File: config.mk
export PLATFORM = sky130hd
export DESIGN_NAME = master_port
export DESIGN_NICKNAME = d
export VERILOG_FILES = /design/src/rtl/bus_pkg.sv /design/src/rtl/bit_shifter.sv /design/src/rtl/master_port.sv
export SDC_FILE = /design/constraint.sdc
export NUM_CORES = 1
export LEC_CHECK = 0
export BUFFER_PORTS_ARGS = -buffer_cell sky130_fd_sc_hd__buf_4
export CORE_MARGIN = 2
export CORE_UTILIZATION = 45
export DETAILED_ROUTE_END_ITERATION = 10
export PLACE_DENSITY_LB_ADDON = 0.2
export SYNTH_ARGS = -nofsm -noshare
export SYNTH_HDL_FRONTEND = slang
export SYNTH_HIERARCHICAL = 1
export SYNTH_SLANG_ARGS = --single-unit
File: constraint.sdc
create_clock -name clk -period 3.36 [get_ports clk]
set_input_delay 0.336 -clock clk [delete_from_list [all_inputs] [get_ports clk]]
set_output_delay 0.336 -clock clk [all_outputs]
set_load 0.01 [all_outputs]
File: src/rtl/bus_pkg.sv
// Shared bus definitions: frame start marker, master FSM states and the
// control frame length calculation used by both master and slave.
package bus_pkg;

    localparam logic [2:0] START = 3'b111;

    typedef enum logic [2:0] {
        IDLE,
        CTRL,
        WAIT_RDY,
        WR_LOAD,
        WR_SHIFT,
        RD_SHIFT,
        DONE
    } state_t;

    // Frame layout: start marker | id | rw | burst | addr
    function automatic int ctrl_len(input int id_width, input int addr_width);
        return 3 + id_width + 2 + addr_width;
    endfunction

endpackage

File: src/rtl/bit_shifter.sv
// Parallel-in / serial-out shifter, MSB first. Zeros are shifted in, so the
// output returns to 0 once a full word has been sent.
module bit_shifter #(
    parameter int WIDTH = 8
) (
    input  logic             clk,
    input  logic             rst,
    input  logic             load,
    input  logic             shift,
    input  logic [WIDTH-1:0] din,
    output logic             dout
);

    logic [WIDTH-1:0] r_data;

    // Load has priority over shift
    always_ff @(posedge clk or posedge rst) begin
        if (rst) begin
            r_data <= '0;
        end else if (load) begin
            r_data <= din;
        end else if (shift) begin
            r_data <= {r_data[WIDTH-2:0], 1'b0};
        end
    end

    assign dout = r_data[WIDTH-1];

endmodule

File: src/rtl/master_port.sv
// Serial bus master: sends a control frame, waits for the slave, then
// streams write words out on wD or assembles read words from rD.
module master_port
    import bus_pkg::*;
#(
    parameter int DATA_WIDTH = 32,
    parameter int ADDR_DEPTH = 2000,
    parameter int SLAVES     = 3,
    parameter int S_ID_WIDTH = $clog2(SLAVES + 1),
    parameter int MAX_BURST  = 16,
    parameter int TIMEOUT    = 255
) (
    input  logic                          clk,
    input  logic                          rst,
    input  logic                          cmd_start,
    input  logic [S_ID_WIDTH-1:0]         cmd_id,
    input  logic                          cmd_rw,
    input  logic                          cmd_burst,
    input  logic [$clog2(ADDR_DEPTH)-1:0] cmd_addr,
    input  logic [$clog2(MAX_BURST+1)-1:0] cmd_len,
    input  logic [DATA_WIDTH-1:0]         wdata,
    output logic                          wdata_req,
    output logic [DATA_WIDTH-1:0]         rdata,
    output logic                          rdata_valid,
    output logic                          busy,
    output logic                          done,
    output logic                          err,
    output logic                          control,
    output logic                          wD,
    output logic                          valid,
    output logic                          last,
    input  logic                          rD,
    input  logic                          ready
);

    localparam int ADDR_WIDTH = $clog2(ADDR_DEPTH);
    localparam int LEN_W      = $clog2(MAX_BURST + 1);
    localparam int CTRL_LEN   = ctrl_len(S_ID_WIDTH, ADDR_WIDTH);
    localparam int CNT_MAX    = (CTRL_LEN > DATA_WIDTH) ? CTRL_LEN : DATA_WIDTH;
    localparam int CNT_W      = $clog2(CNT_MAX);
    localparam int TO_W       = $clog2(TIMEOUT + 1);

    localparam logic [CNT_W-1:0] CTRL_LAST = CNT_W'(CTRL_LEN - 1);
    localparam logic [CNT_W-1:0] DATA_LAST = CNT_W'(DATA_WIDTH - 1);
    localparam logic [TO_W-1:0]  TO_LAST   = TO_W'(TIMEOUT - 1);
    localparam logic [LEN_W-1:0] LEN_ONE   = LEN_W'(1);
    localparam logic [LEN_W-1:0] LEN_MAX   = LEN_W'(MAX_BURST);

    state_t                  r_state;
    logic                    r_rw;
    logic [LEN_W-1:0]        r_len;
    logic [LEN_W-1:0]        r_word_cnt;
    logic [CNT_W-1:0]        r_bit_cnt;
    logic [TO_W-1:0]         r_to_cnt;
    logic [DATA_WIDTH-2:0]   r_rx;

    logic [LEN_W-1:0]        w_len;
    logic                    w_final;
    logic                    w_next_final;
    logic [CTRL_LEN-1:0]     w_frame;

    // Effective word count: single word unless bursting, zero means one,
    // oversize requests are clamped
    always_comb begin
        w_len = cmd_len;
        if (!cmd_burst || cmd_len == '0) begin
            w_len = LEN_ONE;
        end else if (cmd_len > LEN_MAX) begin
            w_len = LEN_MAX;
        end
    end

    assign w_final      = (r_word_cnt == r_len - LEN_ONE);
    assign w_next_final = (r_word_cnt + LEN_ONE == r_len - LEN_ONE);
    assign w_frame      = {START, cmd_id, cmd_rw, cmd_burst, cmd_addr};

    // Control frame goes out of its own shifter; it empties itself during CTRL
    bit_shifter #(.WIDTH(CTRL_LEN)) u_ctrl_shifter (
        .clk   (clk),
        .rst   (rst),
        .load  (r_state == IDLE && cmd_start),
        .shift (r_state == CTRL),
        .din   (w_frame),
        .dout  (control)
    );

    // Write word shifter, loaded in the wdata_req cycle
    bit_shifter #(.WIDTH(DATA_WIDTH)) u_tx_shifter (
        .clk   (clk),
        .rst   (rst),
        .load  (r_state == WR_LOAD),
        .shift (r_state == WR_SHIFT),
        .din   (wdata),
        .dout  (wD)
    );

    // Transaction FSM with registered strobes and qualifiers
    always_ff @(posedge clk or posedge rst) begin
        if (rst) begin
            r_state     <= IDLE;
            r_rw        <= 1'b0;
            r_len       <= '0;
            r_word_cnt  <= '0;
            r_bit_cnt   <= '0;
            r_to_cnt    <= '0;
            r_rx        <= '0;
            rdata       <= '0;
            rdata_valid <= 1'b0;
            wdata_req   <= 1'b0;
            busy        <= 1'b0;
            done        <= 1'b0;
            err         <= 1'b0;
            valid       <= 1'b0;
            last        <= 1'b0;
        end else begin
            done        <= 1'b0;
            err         <= 1'b0;
            wdata_req   <= 1'b0;
            rdata_valid <= 1'b0;
            case (r_state)
                IDLE: begin
                    if (cmd_start) begin
                        r_rw       <= cmd_rw;
                        r_len      <= w_len;
                        r_word_cnt <= '0;
                        r_bit_cnt  <= '0;
                        r_to_cnt   <= '0;
                        busy       <= 1'b1;
                        r_state    <= CTRL;
                    end
                end
                CTRL: begin
                    if (r_bit_cnt == CTRL_LAST) begin
                        r_bit_cnt <= '0;
                        r_state   <= WAIT_RDY;
                    end else begin
                        r_bit_cnt <= r_bit_cnt + 1'b1;
                    end
                end
                WAIT_RDY: begin
                    if (ready) begin
                        r_to_cnt <= '0;
                        if (r_rw) begin
                            wdata_req <= 1'b1;
                            r_state   <= WR_LOAD;
                        end else begin
                            last    <= w_final;
                            r_state <= RD_SHIFT;
                        end
                    end else if (r_to_cnt == TO_LAST) begin
                        err      <= 1'b1;
                        busy     <= 1'b0;
                        valid    <= 1'b0;
                        last     <= 1'b0;
                        r_to_cnt <= '0;
                        r_state  <= IDLE;
                    end else begin
                        r_to_cnt <= r_to_cnt + 1'b1;
                    end
                end
                WR_LOAD: begin
                    valid   <= 1'b1;
                    last    <= w_final;
                    r_state <= WR_SHIFT;
                end
                WR_SHIFT: begin
                    if (r_bit_cnt == DATA_LAST) begin
                        r_bit_cnt <= '0;
                        valid     <= 1'b0;
                        last      <= 1'b0;
                        if (w_final) begin
                            done    <= 1'b1;
                            r_state <= DONE;
                        end else begin
                            r_word_cnt <= r_word_cnt + LEN_ONE;
                            wdata_req  <= 1'b1;
                            r_state    <= WR_LOAD;
                        end
                    end else begin
                        r_bit_cnt <= r_bit_cnt + 1'b1;
                    end
                end
                RD_SHIFT: begin
                    if (ready) begin
                        r_to_cnt <= '0;
                        r_rx     <= {r_rx[DATA_WIDTH-3:0], rD};
                        if (r_bit_cnt == DATA_LAST) begin
                            r_bit_cnt   <= '0;
                            rdata       <= {r_rx, rD};
                            rdata_valid <= 1'b1;
                            if (w_final) begin
                                last    <= 1'b0;
                                done    <= 1'b1;
                                r_state <= DONE;
                            end else begin
                                r_word_cnt <= r_word_cnt + LEN_ONE;
                                last       <= w_next_final;
                            end
                        end else begin
                            r_bit_cnt <= r_bit_cnt + 1'b1;
                        end
                    end else if (r_to_cnt == TO_LAST) begin
                        err       <= 1'b1;
                        busy      <= 1'b0;
                        valid     <= 1'b0;
                        last      <= 1'b0;
                        r_to_cnt  <= '0;
                        r_bit_cnt <= '0;
                        r_state   <= IDLE;
                    end else begin
                        r_to_cnt <= r_to_cnt + 1'b1;
                    end
                end
                DONE: begin
                    busy    <= 1'b0;
                    r_state <= IDLE;
                end
                default: r_state <= IDLE;
            endcase
        end
    end

endmodule

; ---- Word level (Yosys, flattened, before mapping)
; Cells that the tools add are included.
[word_totals]
regBits = 147
inputBits = 57
out_inout_bits = 41
elab_cells = 126
[classes]
n_addsub = 4
n_lt_le_gt_ge = 1
n_eq_ne = 21
n_mux = 59
reduce_logical = 24
[ops]
columns = operator, count
row1 = 2-to-1 mux 32 bit, 2
row2 = 2-to-1 mux 5 bit, 10
row3 = 2-to-1 mux 18 bit, 2
row4 = 2-to-1 mux 3 bit, 10
row5 = 2-to-1 mux 8 bit, 3
row6 = 2-to-1 mux 1 bit, 23
row7 = one-hot mux 5 bit (4 select lines), 1
row8 = one-hot mux 3 bit (6 select lines), 1
row9 = one-hot mux 8 bit (2 select lines), 1
row10 = one-hot mux 5 bit (3 select lines), 1
row11 = "inequality test 3 bit, second input constant", 4
row12 = AND reduction 4 bit, 3
row13 = "adder 5 x 1 -> 5 bit, second input constant", 2
row14 = equality test 5 bit, 2
row15 = "equality test 5 bit, second input constant", 2
row16 = "inequality test 2 bit, second input constant", 5
row17 = "equality test 3 bit, second input constant", 3
row18 = AND reduction 3 bit, 3
row19 = nonzero test 3 bit, 3
row20 = "adder 8 x 1 -> 8 bit, second input constant", 1
row21 = "equality test 8 bit, second input constant", 1
row22 = nonzero test 4 bit, 2
row23 = "equality test 3 x 2 -> 1 bit, second input constant", 2
row24 = one-hot mux 1 bit (3 select lines), 2
row25 = other kinds (15), 20

; ---- Depth between registers and ports, before layout
; Gate-level depths: netlist of run 1.
[logic_depth]
ltp_word = 6
mapped_depth = 9
ltp_nobuf = 8

; ---- Hierarchy
; Netlist of run 1, hierarchy kept.
[by_module_without_submodules]
columns = mod, n_inst, cells_per_inst, area_each_um2, seq_area_each_um2
row1 = master_port, 1, 433, 4411.7, 2427.3
row2 = bit_shifter at u_tx_shifter, 1, 140, 1519.0, 800.8
row3 = bit_shifter at u_ctrl_shifter, 1, 79, 840.8, 450.4

; ---- Least setup slack after synthesis of run 1
; Ideal clock, no wire load.
[synth_timing]
kind = flip-flop to flip-flop
start = register r_len[0]
end = register r_state[0]
setup_ns = 0.126
arrival_ns = 1.813
t_required_ns = 3.234
setup_slack_ns = 1.421
path_stages_with_launch = 9
n_path_buf = 1
period_less_slack_ns = 1.939
cell_sequence = dfrtp_1 > inv_1 > ha_1 > nor3b_2 > xnor2_1 > nor4b_2 > buf_2 > o21ai_1 > a221o_1
[synth_via]
elab_chain_len = 5
word_cells_on_any_way = 7
classes_between = add/sub (1) / eq/ne (2) / mux (3) / reduce/logical (1)
[synth_rtl]
columns = element, line
row1 = from (decl), master_port.sv:51  ; logic [LEN_W-1:0] r_len;
row2 = from (signal assigned), master_port.sv:124  ; r_len <= w_len;
row3 = subtractor 5 x 1 -> 5 bit *, master_port.sv:73  ; assign w_final = (r_word_cnt == r_len - LEN_ONE);
row4 = equality test 5 bit *, master_port.sv:73
row5 = 2-to-1 mux 3 bit, master_port.sv:171  ; if (w_final) begin
row6 = 2-to-1 mux 3 bit, master_port.sv:167  ; if (r_bit_cnt == DATA_LAST) begin
row7 = one-hot mux 3 bit (6 select lines), master_port.sv:120  ; case (r_state)
row8 = to (signal assigned), master_port.sv:129  ; r_state <= CTRL;
row9 = to (signal assigned), master_port.sv:173  ; r_state <= DONE;
row10 = to (signal assigned), master_port.sv:177  ; r_state <= WR_LOAD;
row11 = to (decl), master_port.sv:49  ; state_t r_state;
; Every way passes the cells marked *; elsewhere a longest branch is shown, timed or not. The select of a mux whose other input is x is not followed.
; A chain may end at the register's enable or synchronous reset.

; ---- Worst setup path in the final report of run 1
[layout_timing]
start = register r_state[1]
end = register u_tx_shifter.r_data[21]
[layout_via]
elab_chain_len = 2
word_cells_on_any_way = 4
classes_between = eq/ne (2) / mux (1) / reduce/logical (1)
[layout_rtl]
columns = element, line
row1 = from (signal assigned), master_port.sv:100  ; r_state <= IDLE;
row2 = from (signal assigned), master_port.sv:129
row3 = from (signal assigned), master_port.sv:135  ; r_state <= WAIT_RDY;
row4 = equality test 3 x 2 -> 1 bit / equality test 3 bit (equally long branches), "master_port.sv:91, master_port.sv:92"
row5 = 2-to-1 mux 32 bit / nonzero test 2 bit (equally long branches), -
row6 = to (signal assigned), bit_shifter.sv:21  ; r_data <= din;
row7 = to (signal assigned), bit_shifter.sv:23  ; r_data <= {r_data[WIDTH-2:0], 1'b0};
row8 = to (decl), bit_shifter.sv:14  ; logic [WIDTH-1:0] r_data;
; Parallel ways exist; a longest one is shown, timed or not.

==> results.sh, run 1 <==
export IMPL_yosys_area_top_type_share=0.5432
export IMPL_timing_worst_slew_pin_value_ps=933.6
export IMPL_numClockSinks=147
export IMPL_worst_ir_drop_vdd_mv=0.3853
export IMPL_post_synth_inst_count=652
export IMPL_post_place_cells=910
export IMPL_ys_seq_area_frac=0.5432
export IMPL_finalSetupViolCount=0
export IMPL_timing_critical_path_to="u_tx_shifter/r_data[21]$_DFFE_PP0P_"
export IMPL_ys_ff_latch=147
export IMPL_holdWs_ps=42.62
export IMPL_ctsResizeCount=0
export IMPL_core_region_area_mm2=0.01464
export IMPL_power_per_cell_area_mw_per_mm2=711.6
export IMPL_cts_tree="built"
export IMPL_synthToLayoutAreaGrowth_pct=20.81
export IMPL_layoutNonFillerInstCount=940
export IMPL_final_layout_size_suffix_gt1_frac=0.2460
export IMPL_multi_input_area_mm2=0.002813
export IMPL_timing_hold_violations_final=0
export IMPL_final_net_count=809
export IMPL_synth_async_reset_ratio=1.000
export IMPL_drc=0
export IMPL_start_util=0.4624
export IMPL_max_freq_mhz=423.1
export IMPL_gp_routability_congestion=0.8645
export IMPL_cts_hold_buffers_added=0
export IMPL_cts_setup_buffers=0
export IMPL_timing_reg2reg_setup_slack_ps=1000
export IMPL_synth_warning_count=6
export IMPL_maxCapViolCount=0
export IMPL_regArea_mm2=0.003679
export IMPL_insertion_delay_ps=420
export IMPL_post_synth_main_area_contributors="sky130_fd_sc_hd__dfrtp_1, sky130_fd_sc_hd__nand2_1, sky130_fd_sc_hd__mux2i_1"
export IMPL_drt_iter0_markers=278
export IMPL_htree_levels=4
export IMPL_wl_per_cell_um=14.56
export IMPL_num_vias=4917
export IMPL_totalNegativeSetupSlack_ps=0
export IMPL_worstSetupEndpointType="flip-flop"
export IMPL_final_antenna_net_count=0
export IMPL_critical_path_class="reg2reg"
export IMPL_worst_ep_arrival_time_ps=2700
export IMPL_cts_buffer_depth=2
export IMPL_numCtsBuffers=17
export IMPL_fillcell_total=1297
export IMPL_cts_root_buf="sky130_fd_sc_hd__clkbuf_16"
export IMPL_start_kind="flip-flop"
export IMPL_p_leak_nw=3.976
export IMPL_worst_setup_path_startpoint="r_state[1]$_DFFE_PP0P_"
export IMPL_wirelength_um=13690
export IMPL_hp_class="in2async"
export IMPL_critical_path_required_ps=3700
export IMPL_cell_variety_after_synth=55
export IMPL_timing_rr_start="r_state[1]$_DFFE_PP0P_"
export IMPL_timing_slew_headroom=0.3776
export IMPL_cp_max_fo=45
export IMPL_synth_area_leader_cell="sky130_fd_sc_hd__dfrtp_1"
export IMPL_die_y_um=126.7
export IMPL_synth_enable_flop_cells=0
export IMPL_postSynth_topFlopCell="sky130_fd_sc_hd__dfrtp_1"
export IMPL_io_pins=98
export IMPL_port_buffer_count=97
export IMPL_timing_final_crit_period_ps=2363
export IMPL_antenna_cells_inserted=0
export IMPL_detailedPlacementHpwl_um=9101
export IMPL_syn_area_per_cell_um2=10.39
export IMPL_drt_first_pass_iters=5
export IMPL_rsz0062_at_grt="no"
export IMPL_fp_dieArea_mm2=0.01605
export IMPL_routed_via_density=5.231
export IMPL_grt_max_degree=76
export IMPL_leftover_overflow_at_the_end_of_global_routing=0
export IMPL_first_pass_grt_wire_length_um=23770
export IMPL_grt_pass1_vias=4944
export IMPL_gr_usage_all_layers=0.1837
export IMPL_r2r_cells=5
export IMPL_end_of_the_worst_register_to_register_path="u_tx_shifter/r_data[21]$_DFFE_PP0P_"
export IMPL_std_cell_rows=44
export IMPL_cts_reportedPaths_clkPinSlew_ps=60
export IMPL_outcome="finished clean"
export IMPL_timing_final_crit_share=0.7034
export IMPL_die_width_um=126.7
export IMPL_syn_area_mm2=0.006771
export IMPL_clock_skew_ps=9.785
export IMPL_grt_antenna_before_repair=0
export IMPL_slew_viol_final=0
==> metal layers <==
metal | vias up | global-route usage | share of wire
met5 | - | 0 | 0
met4 | 0 | 0.06917 | 0.017
met3 | 21 | 0.05230 | 0.057
met2 | 131 | 0.2725 | 0.45
met1 | 2365 | 0.2586 | 0.48
li1 | 2400 | - | -
==> Yosys cell counts, types with 4 or more instances <==
| library cell | n |
|---|---|
| sky130_fd_sc_hd__nand2_1 | 167 |
| sky130_fd_sc_hd__dfrtp_1 | 147 |
| sky130_fd_sc_hd__mux2i_1 | 49 |
| sky130_fd_sc_hd__o21ai_1 | 37 |
| sky130_fd_sc_hd__mux2_2 | 33 |
| sky130_fd_sc_hd__o21ai_0 | 31 |
| sky130_fd_sc_hd__buf_2 | 16 |
| sky130_fd_sc_hd__inv_1 | 16 |
| sky130_fd_sc_hd__nor2_1 | 16 |
| sky130_fd_sc_hd__clkbuf_1 | 12 |
| sky130_fd_sc_hd__nand3_1 | 11 |
| sky130_fd_sc_hd__nor3_1 | 9 |
| sky130_fd_sc_hd__xnor2_1 | 9 |
| sky130_fd_sc_hd__nand2b_1 | 8 |
| sky130_fd_sc_hd__a21oi_1 | 7 |
| sky130_fd_sc_hd__ha_1 | 7 |
| sky130_fd_sc_hd__nor2b_1 | 6 |
| sky130_fd_sc_hd__a31oi_1 | 5 |
| sky130_fd_sc_hd__and3_1 | 5 |
| sky130_fd_sc_hd__xor2_1 | 5 |
| sky130_fd_sc_hd__buf_12 | 4 |
==> registers in the layout, indices dropped and copies added, names as in the netlist <==
register and cells:
err 1, r_bit_cnt 5, busy 1, rdata 32
last 1, wdata_req 1, r_to_cnt 8, valid 1
r_rw 1, u_ctrl_shifter/r_data 18, rdata_valid 1, r_word_cnt 5
r_state 3, done 1, r_len 5, u_tx_shifter/r_data 32
r_rx 31
==> report_power, final <==
part	internal (W)	leakage [nW]	total [W]	switching, W
Combinational	0.000678	1.75	0.00148	0.000807
Clock	0.00117	0.282	0.00187	0.000702
Sequential	0.00217	1.95	0.00247	0.000303
==> cells in the final DEF (no fill, tap or decap), types with 3 or more instances in the layout <==
master and instances:
sky130_fd_sc_hd__mux2i_1 49, sky130_fd_sc_hd__nor3_1 7, sky130_fd_sc_hd__mux2_2 33, sky130_fd_sc_hd__buf_4 108
sky130_fd_sc_hd__a221o_1 3, sky130_fd_sc_hd__xnor2_1 9, sky130_fd_sc_hd__o21ai_2 3, sky130_fd_sc_hd__clkbuf_16 17
sky130_fd_sc_hd__a21oi_1 7, sky130_fd_sc_hd__clkbuf_8 4, sky130_fd_sc_hd__nand3b_1 3, sky130_fd_sc_hd__ha_1 7
sky130_fd_sc_hd__o21ai_1 37, sky130_fd_sc_hd__a31oi_1 5, sky130_fd_sc_hd__dfrtp_1 147, sky130_fd_sc_hd__o21ai_0 31
sky130_fd_sc_hd__nor2b_1 6, sky130_fd_sc_hd__a21o_1 3, sky130_fd_sc_hd__nand3_1 11, sky130_fd_sc_hd__xor2_1 5
sky130_fd_sc_hd__o22ai_1 3, sky130_fd_sc_hd__and3_1 5, sky130_fd_sc_hd__nor2_1 16, sky130_fd_sc_hd__nand2b_1 8
sky130_fd_sc_hd__nand2_1 167, sky130_fd_sc_hd__inv_1 15, sky130_fd_sc_hd__conb_1 3
==> cell type report <==
class / count / share of cell area
multi-input cells: 455 / 0.3438
clock buffers: 23 / 0.05965
well taps: 184 / 0.02814
clock inverters: 7 / 0.01193
inverters: 16 / 0.007648
flip-flops and latches: 147 / 0.4497
repair buffers: 108 / 0.09911
==> worst min-delay path by stage <==
stage	cells after the start	startpoint	to	slack [ps]
floorplan	1	rst	u_ctrl_shifter/r_data[0]$_DFFE_PP0P_	270
global placement	2	r_rx[30]$_DFFE_PP0P_	r_rx[30]$_DFFE_PP0P_	460
detailed placement	2	r_rx[30]$_DFFE_PP0P_	r_rx[30]$_DFFE_PP0P_	470
CTS	3	rst	u_tx_shifter/r_data[13]$_DFFE_PP0P_	40
global route	3	rst	u_tx_shifter/r_data[13]$_DFFE_PP0P_	80
finish	3	rst	u_tx_shifter/r_data[8]$_DFFE_PP0P_	40
==> cells by family (layout without fill, tap and decap cells) <==
group                    after synthesis  count (layout)  share of synthesized area
XOR/XNOR                              14              14                    0.01811
other                                  1               3                  0.0005538
AO/OA/AOI/OAI                        112             112                     0.1005
flip-flops                           147             147                     0.5432
multiplexers                          82              82                     0.1273
buffers and inverters                 52             154                    0.04416
AND/OR/NAND/NOR                      237             237                     0.1532
adder cells (fa/ha/maj)                7               7                    0.01293
==> metrics by stage <==
| step | utilization | total power, W | cell area (µm²) | setup WS [ps] |
|---|---|---|---|---|
| floorplan | - | 0.003630 | 6779 | 490.3 |
| global placement | 0.5186 | 0.003901 | 7595 | 1091 |
| detailed placement | 0.5186 | 0.003987 | 7595 | 1004 |
| CTS | 0.5586 | 0.005887 | 8180 | 996.1 |
| global route | 0.5586 | 0.006218 | 8180 | 726.0 |
| finish | 0.5586 | 0.005821 | 8180 | 996.5 |
==> worst max-delay path: stages, from the launching register on <==
cell	delay (ps)
sky130_fd_sc_hd__dfrtp_1	680
sky130_fd_sc_hd__nor2b_1	380
sky130_fd_sc_hd__and2_2	690
sky130_fd_sc_hd__buf_4	350
sky130_fd_sc_hd__nand2_1	90
sky130_fd_sc_hd__o21ai_1	80
Power figures use the tool's default switching activity.
==> run 2: changes to the inputs <==
Settings changed: ABC_AREA set to 1.
Clock period 3.36 ns to 2.25 ns, I/O delays scaled along.
==> run 2 against run 1 <==
- synthesized cell count up 26%
- count of clock-buffer cells in the layout down 5
- via count up 13%
- non-clock buffer count up 6
- sequential cell count unchanged
- sequential power up 63%
- combinational power up 130%
- worst setup slack worse by 760 ps
- clock power up 55%
- clock skew down 5.1 ps
- final area up 3.7%
==> results.sh, run 2 <==
export IMPL_timing_final_crit_share=0.8941
export IMPL_yosys_cell_count_top_type="sky130_fd_sc_hd__nand2_1"
export IMPL_first_pass_grt_wire_length_um=24480
export IMPL_syn_area_mm2=0.006987
export IMPL_finalSetupViolCount=0
export IMPL_worst_ir_drop_vdd_mv=0.6340
export IMPL_max_freq_mhz=497.1
export IMPL_timing_critical_path_max_delay_family="simple AND/OR/NAND/NOR gates"
export IMPL_synth_enable_flop_cells=0
export IMPL_cts_root_buf="sky130_fd_sc_hd__clkbuf_16"
export IMPL_numCtsBuffers=17
export IMPL_p_leak_nw=4.313
export IMPL_synth_async_reset_ratio=1.000
export IMPL_critPathMaxStageDelay_ps=390
export IMPL_grt_antenna_before_repair=0
export IMPL_drt_iter0_markers=244
export IMPL_ys_seq_area_frac=0.5265
export IMPL_crit_chain="inv_1 > ha_2 > nand2_1 > nand2_1 > nor2_1 > nand3_1 > nor2_2 > nand3_2 > nand2_1 > nand2_4 > nor2_4 > nand2_1 > o21ai_1"
export IMPL_gr_usage_all_layers=0.1837
export IMPL_synth_area_leader_cell="sky130_fd_sc_hd__dfrtp_1"
export IMPL_detailedPlacementHpwl_um=9759
export IMPL_cell_variety_after_synth=36
export IMPL_rsz0062_at_grt="no"
export IMPL_cp_max_fo=6
export IMPL_cts_tree="built"
export IMPL_gp_routability_congestion=0.8084
export IMPL_postSynth_topFlopCell="sky130_fd_sc_hd__dfrtp_1"
export IMPL_cts_setup_buffers=0
export IMPL_power_per_cell_area_mw_per_mm2=1215
export IMPL_final_layout_size_suffix_gt1_frac=0.2088
export IMPL_most_used_cell_along_the_critical_path="sky130_fd_sc_hd__nand2_1"
export IMPL_grt_max_degree=55
export IMPL_totalNegativeSetupSlack_ps=0
export IMPL_final_net_count=985
export IMPL_timing_worst_slew_pin_value_ps=697.7
export IMPL_io_pins=98
export IMPL_timing_hold_violations_final=0
export IMPL_cts_buffer_depth=2
export IMPL_yosys_area_top_type_share=0.5265
export IMPL_die_width_um=128.6
export IMPL_wl_per_cell_um=12.54
export IMPL_timing_slew_headroom=0.5338
export IMPL_dpl_instance_area_mm2=0.007840
export IMPL_ys_ff_latch=147
export IMPL_most_frequent_standard_cell_in_the_layout_excluding_fill_and_tap_cells="sky130_fd_sc_hd__nand2_1"
export IMPL_leftover_overflow_at_the_end_of_global_routing=0
export IMPL_post_synth_inst_count=822
export IMPL_final_antenna_net_count=0
export IMPL_outcome="finished clean"
export IMPL_routed_via_density=4.947
export IMPL_synthToLayoutAreaGrowth_pct=21.45
export IMPL_hp_class="in2reg"
export IMPL_start_kind="flip-flop"
export IMPL_std_cell_rows=45
export IMPL_numClockSinks=147
export IMPL_wirelength_um=14070
export IMPL_num_vias=5551
export IMPL_slowest_stage="sky130_fd_sc_hd__dfrtp_1"
export IMPL_stdcell_area_mm2=0.008486
export IMPL_die_y_um=128.6
export IMPL_synth_warning_count=6
export IMPL_drt_first_pass_iters=5
export IMPL_critical_path_required_ps=2590
export IMPL_core_region_area_mm2=0.01520
export IMPL_final_cell_mix="sky130_fd_sc_hd__nand2_1, sky130_fd_sc_hd__dfrtp_1, sky130_fd_sc_hd__buf_4"
export IMPL_port_buffer_count=97
export IMPL_largestRegisters="rdata: 32 flops, u_tx_shifter/r_data: 32 flops, r_rx: 31 flops"
export IMPL_post_synth_main_area_contributors="sky130_fd_sc_hd__dfrtp_1, sky130_fd_sc_hd__nand2_1, sky130_fd_sc_hd__nand3_1"
export IMPL_worst_ep_arrival_time_ps=2350
export IMPL_grt_pass1_vias=5250
export IMPL_clock_skew_ps=4.662
export IMPL_drc=0
export IMPL_cts_reportedPaths_clkPinSlew_ps=60
export IMPL_syn_area_per_cell_um2=8.500
export IMPL_fillcell_total=1415
export IMPL_yosys_top_cells_count="sky130_fd_sc_hd__nand2_1, sky130_fd_sc_hd__dfrtp_1, sky130_fd_sc_hd__nand3_1, sky130_fd_sc_hd__inv_1, sky130_fd_sc_hd__o21ai_0"
export IMPL_maxCapViolCount=0
export IMPL_antenna_cells_inserted=0
export IMPL_htree_levels=4
export IMPL_slew_viol_final=0
export IMPL_start_util=0.4596
export IMPL_fp_dieArea_mm2=0.01654
export IMPL_worstSetupEndpointType="flip-flop"
export IMPL_insertion_delay_ps=420
export IMPL_crit_buf_inv=1
export IMPL_timing_final_crit_period_ps=2012
export IMPL_critical_path_class="reg2reg"
-- run 2: cell types whose count changed in the layout (fill, tap and decap cells not counted), moves of 8 or more --
cell / previous run / this run
sky130_fd_sc_hd__nand3_2: 0 / 20
sky130_fd_sc_hd__inv_1: 15 / 57
sky130_fd_sc_hd__o21ai_1: 37 / 27
sky130_fd_sc_hd__o21ai_0: 31 / 45
sky130_fd_sc_hd__mux2i_1: 49 / 0
sky130_fd_sc_hd__inv_2: 0 / 9
sky130_fd_sc_hd__nor2_1: 16 / 25
sky130_fd_sc_hd__mux2_2: 33 / 0
sky130_fd_sc_hd__nand2_1: 167 / 279
sky130_fd_sc_hd__nand3_1: 11 / 108
sky130_fd_sc_hd__nand2b_1: 8 / 0
-- run 2: metal layers --
layer / track usage / vias to the layer above / share of wire
li1: - / 2859 / -
met1: 0.2548 / 2597 / 0.49
met4: 0.05818 / 0 / 0.0099
met3: 0.04699 / 10 / 0.034
met5: 0 / - / 0
met2: 0.2854 / 85 / 0.47
-- run 2: cell type report --
class,instances,area (µm²),share of cell area
Clock buffer,18,429.2,0.05058
Multi-Input combinational cell,572,2805,0.3306
Clock inverter,14,178.9,0.02109
Inverter,69,270.3,0.03185
Tap cell,188,235.2,0.02772
Sequential cell,147,3679,0.4335
Timing Repair Buffer,114,888.4,0.1047
-- run 2: power breakdown --
part	internal, W	total [W]	switching [W]
combinational	0.00124	0.00340	0.00216
clock	0.00176	0.00289	0.00113
sequential	0.00351	0.00402	0.000511
total	0.00651	0.0103	0.00380
-- run 2: kinds of logic (layout without fill, tap and decap cells) --
kind of cell / count (synthesis) / in the layout / synth area share
simple gates: 462 / 462 / 0.3059
flops: 147 / 147 / 0.5265
buf+inv: 105 / 215 / 0.07486
compound gates: 92 / 92 / 0.06966
xor+xnor: 8 / 8 / 0.01003
fa+ha+maj: 7 / 7 / 0.01254
other cells: 1 / 3 / 0.0005367
-- run 2: worst reg2reg max path: cells and delay by family (launching register included) --
kind                     cells  cell delay, ps
AO/OA/AOI/OAI                1              70
adder cells (fa/ha/maj)      1             320
buffers and inverters        1             160
flip-flops                   1             390
AND/OR/NAND/NOR             10            1000
-- run 2: path summary, 6_finish.rpt --
path / startpoint / slack, ps / cells after the start / to
max: r_len[0]$_DFFE_PP0P_ / 240 / 13 / r_state[0]$_DFFE_PP0P_
max in group asynchronous: rst / 1160 / 4 / rdata[8]$_DFFE_PP0P_
max reg2reg: r_len[0]$_DFFE_PP0P_ / 240 / 13 / r_state[0]$_DFFE_PP0P_
min reg2reg: rdata[22]$_DFFE_PP0P_ / 470 / 2 / rdata[22]$_DFFE_PP0P_
min in group asynchronous: rst / 440 / 3 / err$_DFF_PP0_
min: wdata[17] / 20 / 3 / u_tx_shifter/r_data[17]$_DFFE_PP0P_
-- run 2: metrics by stage --
stage          utilization  setup slack, ps  hold WS (ps)  cells  power [W]
2_1_floorplan            -            556.0         163.6    824   0.006695
3_3_place_gp        0.5157            258.9         313.4   1087   0.007406
3_5_place_dp        0.5157            224.4         315.8   1087   0.007480
4_1_cts             0.5577            206.1         4.805   1122    0.01042
5_1_grt             0.5582            28.44         15.44   1122    0.01119
6_report            0.5582            238.3         22.78   1122    0.01031
-- run 2: repair_timing --
item	in CTS	in global routing
hold buffers	3	0
hold endpoints to repair	74	0
resized for setup	0	2
endpoints found under the setup margin	0	7
==> run 3: changes to the inputs <==
Settings changed: CORE_UTILIZATION 45 to 57.
==> run 3 against run 2 <==
- first-iteration DRC count up 97%
- combinational power hardly changed
- total power shrank 1.3%
- final area decreased by 1.2%
- worst setup slack better by 7.0 ps
- utilization up 14 points
- clock skew rose by 5.2 ps
- critical endpoint unchanged
- largest cell class unchanged
==> results.sh, run 3 (same netlist as run 2, synthesis figures left out) <==
export IMPL_outcome="finished clean"
export IMPL_routed_via_density=5.323
export IMPL_stdcell_area_mm2=0.008388
export IMPL_start_kind="flip-flop"
export IMPL_totalNegativeSetupSlack_ps=0
export IMPL_wl_per_cell_um=13.62
export IMPL_p_leak_nw=4.317
export IMPL_synthToLayoutAreaGrowth_pct=20.06
export IMPL_htree_levels=4
export IMPL_fp_dieArea_mm2=0.01316
export IMPL_numCtsBuffers=17
export IMPL_cts_buffer_depth=2
export IMPL_drt_iter0_markers=481
export IMPL_detailedPlacementHpwl_um=10210
export IMPL_antenna_cells_inserted=0
export IMPL_regArea_mm2=0.003679
export IMPL_start_util=0.5817
export IMPL_wirelength_um=14700
export IMPL_gr_usage_all_layers=0.2344
export IMPL_max_freq_mhz=498.8
export IMPL_maxCapViolCount=0
export IMPL_timing_final_crit_period_ps=2005
export IMPL_timing_hold_worst_path_depth=3
export IMPL_end_of_the_worst_register_to_register_path="r_state[0]$_DFFE_PP0P_"
export IMPL_port_buffer_count=97
export IMPL_dpl_instance_area_mm2=0.007801
export IMPL_core_region_area_mm2=0.01201
export IMPL_cp_max_fo=6
export IMPL_dp_worst_setup_slack_ps=270.1
export IMPL_cts_root_buf="sky130_fd_sc_hd__clkbuf_16"
export IMPL_final_net_count=984
export IMPL_numClockSinks=147
export IMPL_hold_end="u_ctrl_shifter/r_data[0]$_DFFE_PP0P_"
export IMPL_timing_reg2reg_setup_slack_ps=250
export IMPL_rsz0062_at_grt="no"
export IMPL_die_width_um=114.7
export IMPL_die_y_um=114.7
export IMPL_grt_max_degree=52
export IMPL_drt_first_pass_iters=5
export IMPL_critical_path_class="reg2reg"
export IMPL_timing_slew_headroom=0.5357
export IMPL_most_frequent_standard_cell_in_the_layout_excluding_fill_and_tap_cells="sky130_fd_sc_hd__nand2_1"
export IMPL_num_vias=5744
export IMPL_final_layout_size_suffix_gt1_frac=0.2060
export IMPL_r2r_cells=14
export IMPL_gp_routability_congestion=0.8826
export IMPL_finalSetupViolCount=0
export IMPL_io_pins=98
export IMPL_worstSetupEndpointType="flip-flop"
export IMPL_slew_viol_final=0
export IMPL_hp_class="in2reg"
export IMPL_grt_pass1_vias=5353
export IMPL_timing_rr_start="r_len[0]$_DFFE_PP0P_"
export IMPL_worst_ep_arrival_time_ps=2330
export IMPL_multi_input_area_mm2=0.002800
export IMPL_timing_hold_violations_final=0
export IMPL_fillcell_total=965
export IMPL_drc=0
export IMPL_timing_worst_slew_pin_value_ps=694.8
export IMPL_final_antenna_net_count=0
export IMPL_grt_antenna_before_repair=0
export IMPL_worst_ir_drop_vdd_mv=0.8493
export IMPL_final_setup_worst_slack_ps=245.4
export IMPL_std_cell_rows=40
export IMPL_power_per_cell_area_mw_per_mm2=1213
export IMPL_largestRegisters="rdata: 32 flops, u_tx_shifter/r_data: 32 flops, r_rx: 31 flops"
export IMPL_final_cell_mix="sky130_fd_sc_hd__nand2_1, sky130_fd_sc_hd__dfrtp_1, sky130_fd_sc_hd__nand3_1"
export IMPL_start_point_of_the_worst_min_delay_path="cmd_addr[0]"
export IMPL_critical_path_required_ps=2580
export IMPL_clock_skew_ps=9.815
export IMPL_leftover_overflow_at_the_end_of_global_routing=0
export IMPL_insertion_delay_ps=410
export IMPL_timing_final_crit_share=0.8910
export IMPL_cts_reportedPaths_clkPinSlew_ps=60
export IMPL_cts_tree="built"
export IMPL_first_pass_grt_wire_length_um=24700
-- run 3: critical path: stages (launching register included) --
cell and delay, ps:
sky130_fd_sc_hd__dfrtp_1 370, sky130_fd_sc_hd__inv_1 110, sky130_fd_sc_hd__ha_1 340, sky130_fd_sc_hd__inv_1 60, sky130_fd_sc_hd__nand2_1 70, sky130_fd_sc_hd__nand2_1 60
sky130_fd_sc_hd__nor2_1 90, sky130_fd_sc_hd__nand3_1 90, sky130_fd_sc_hd__nor2_2 100, sky130_fd_sc_hd__nand3_1 170, sky130_fd_sc_hd__nand2_2 130, sky130_fd_sc_hd__nand2_4 50
sky130_fd_sc_hd__nor2_4 120, sky130_fd_sc_hd__nand2_1 70, sky130_fd_sc_hd__o21ai_1 90
-- run 3: power breakdown --
part	switching, W	internal [W]
logic	0.00220	0.00123
registers	0.000545	0.00351
clock network	0.00107	0.00163
total	0.00381	0.00637
-- run 3: layout make-up --
class | count | share of cell area
timing repair buffer | 113 | 0.1062
clock inverter | 12 | 0.01566
inverter | 69 | 0.03222
tap | 147 | 0.02193
multi-input combinational | 572 | 0.3338
sequential | 147 | 0.4385
clock buffer | 19 | 0.05161
-- run 3: routing by layer --
metal	up-vias	GRT usage	share of wire
met5	-	0	0
met4	0	0.05462	0.0052
met3	10	0.05770	0.046
met2	136	0.3893	0.50
met1	2752	0.3149	0.45
li1	2846	-	-
-- run 3: worst max-delay path by stage --
stage / start / endpoint / slack [ps] / cells past startpoint
2_1_floorplan: r_len[0]$_DFFE_PP0P_ / r_state[2]$_DFFE_PP0P_ / 560 / 14
3_3_place_gp: r_state[1]$_DFFE_PP0P_ / u_tx_shifter/r_data[15]$_DFFE_PP0P_ / 360 / 6
3_5_place_dp: r_len[0]$_DFFE_PP0P_ / r_state[0]$_DFFE_PP0P_ / 270 / 14
4_1_cts: r_len[0]$_DFFE_PP0P_ / r_state[0]$_DFFE_PP0P_ / 260 / 14
5_1_grt: r_len[0]$_DFFE_PP0P_ / r_state[0]$_DFFE_PP0P_ / 10 / 14
6_report: r_len[0]$_DFFE_PP0P_ / r_state[0]$_DFFE_PP0P_ / 250 / 14
-- run 3: stage by stage --
| stage | cells | hold slack (ps) | total power (W) | util |
|---|---|---|---|---|
| finish | 1079 | 12.40 | 0.01018 | 0.6983 |
| global route | 1079 | 18.15 | 0.01095 | 0.6983 |
| CTS | 1079 | 3.747 | 0.01025 | 0.6981 |
| detailed placement | 1046 | 340.5 | 0.007508 | 0.6495 |
| global placement | 1046 | 330.9 | 0.007330 | 0.6495 |
| floorplan | 824 | 163.6 | 0.006695 | - |
-- run 3: timing repair --
action / in CTS / in global routing
gates resized for setup: 0 / 1
setup buffers: 0 / 0
endpoints found under the hold margin: 72 / 0
endpoints found under the setup margin: 0 / 1
hold buffers: 2 / 0
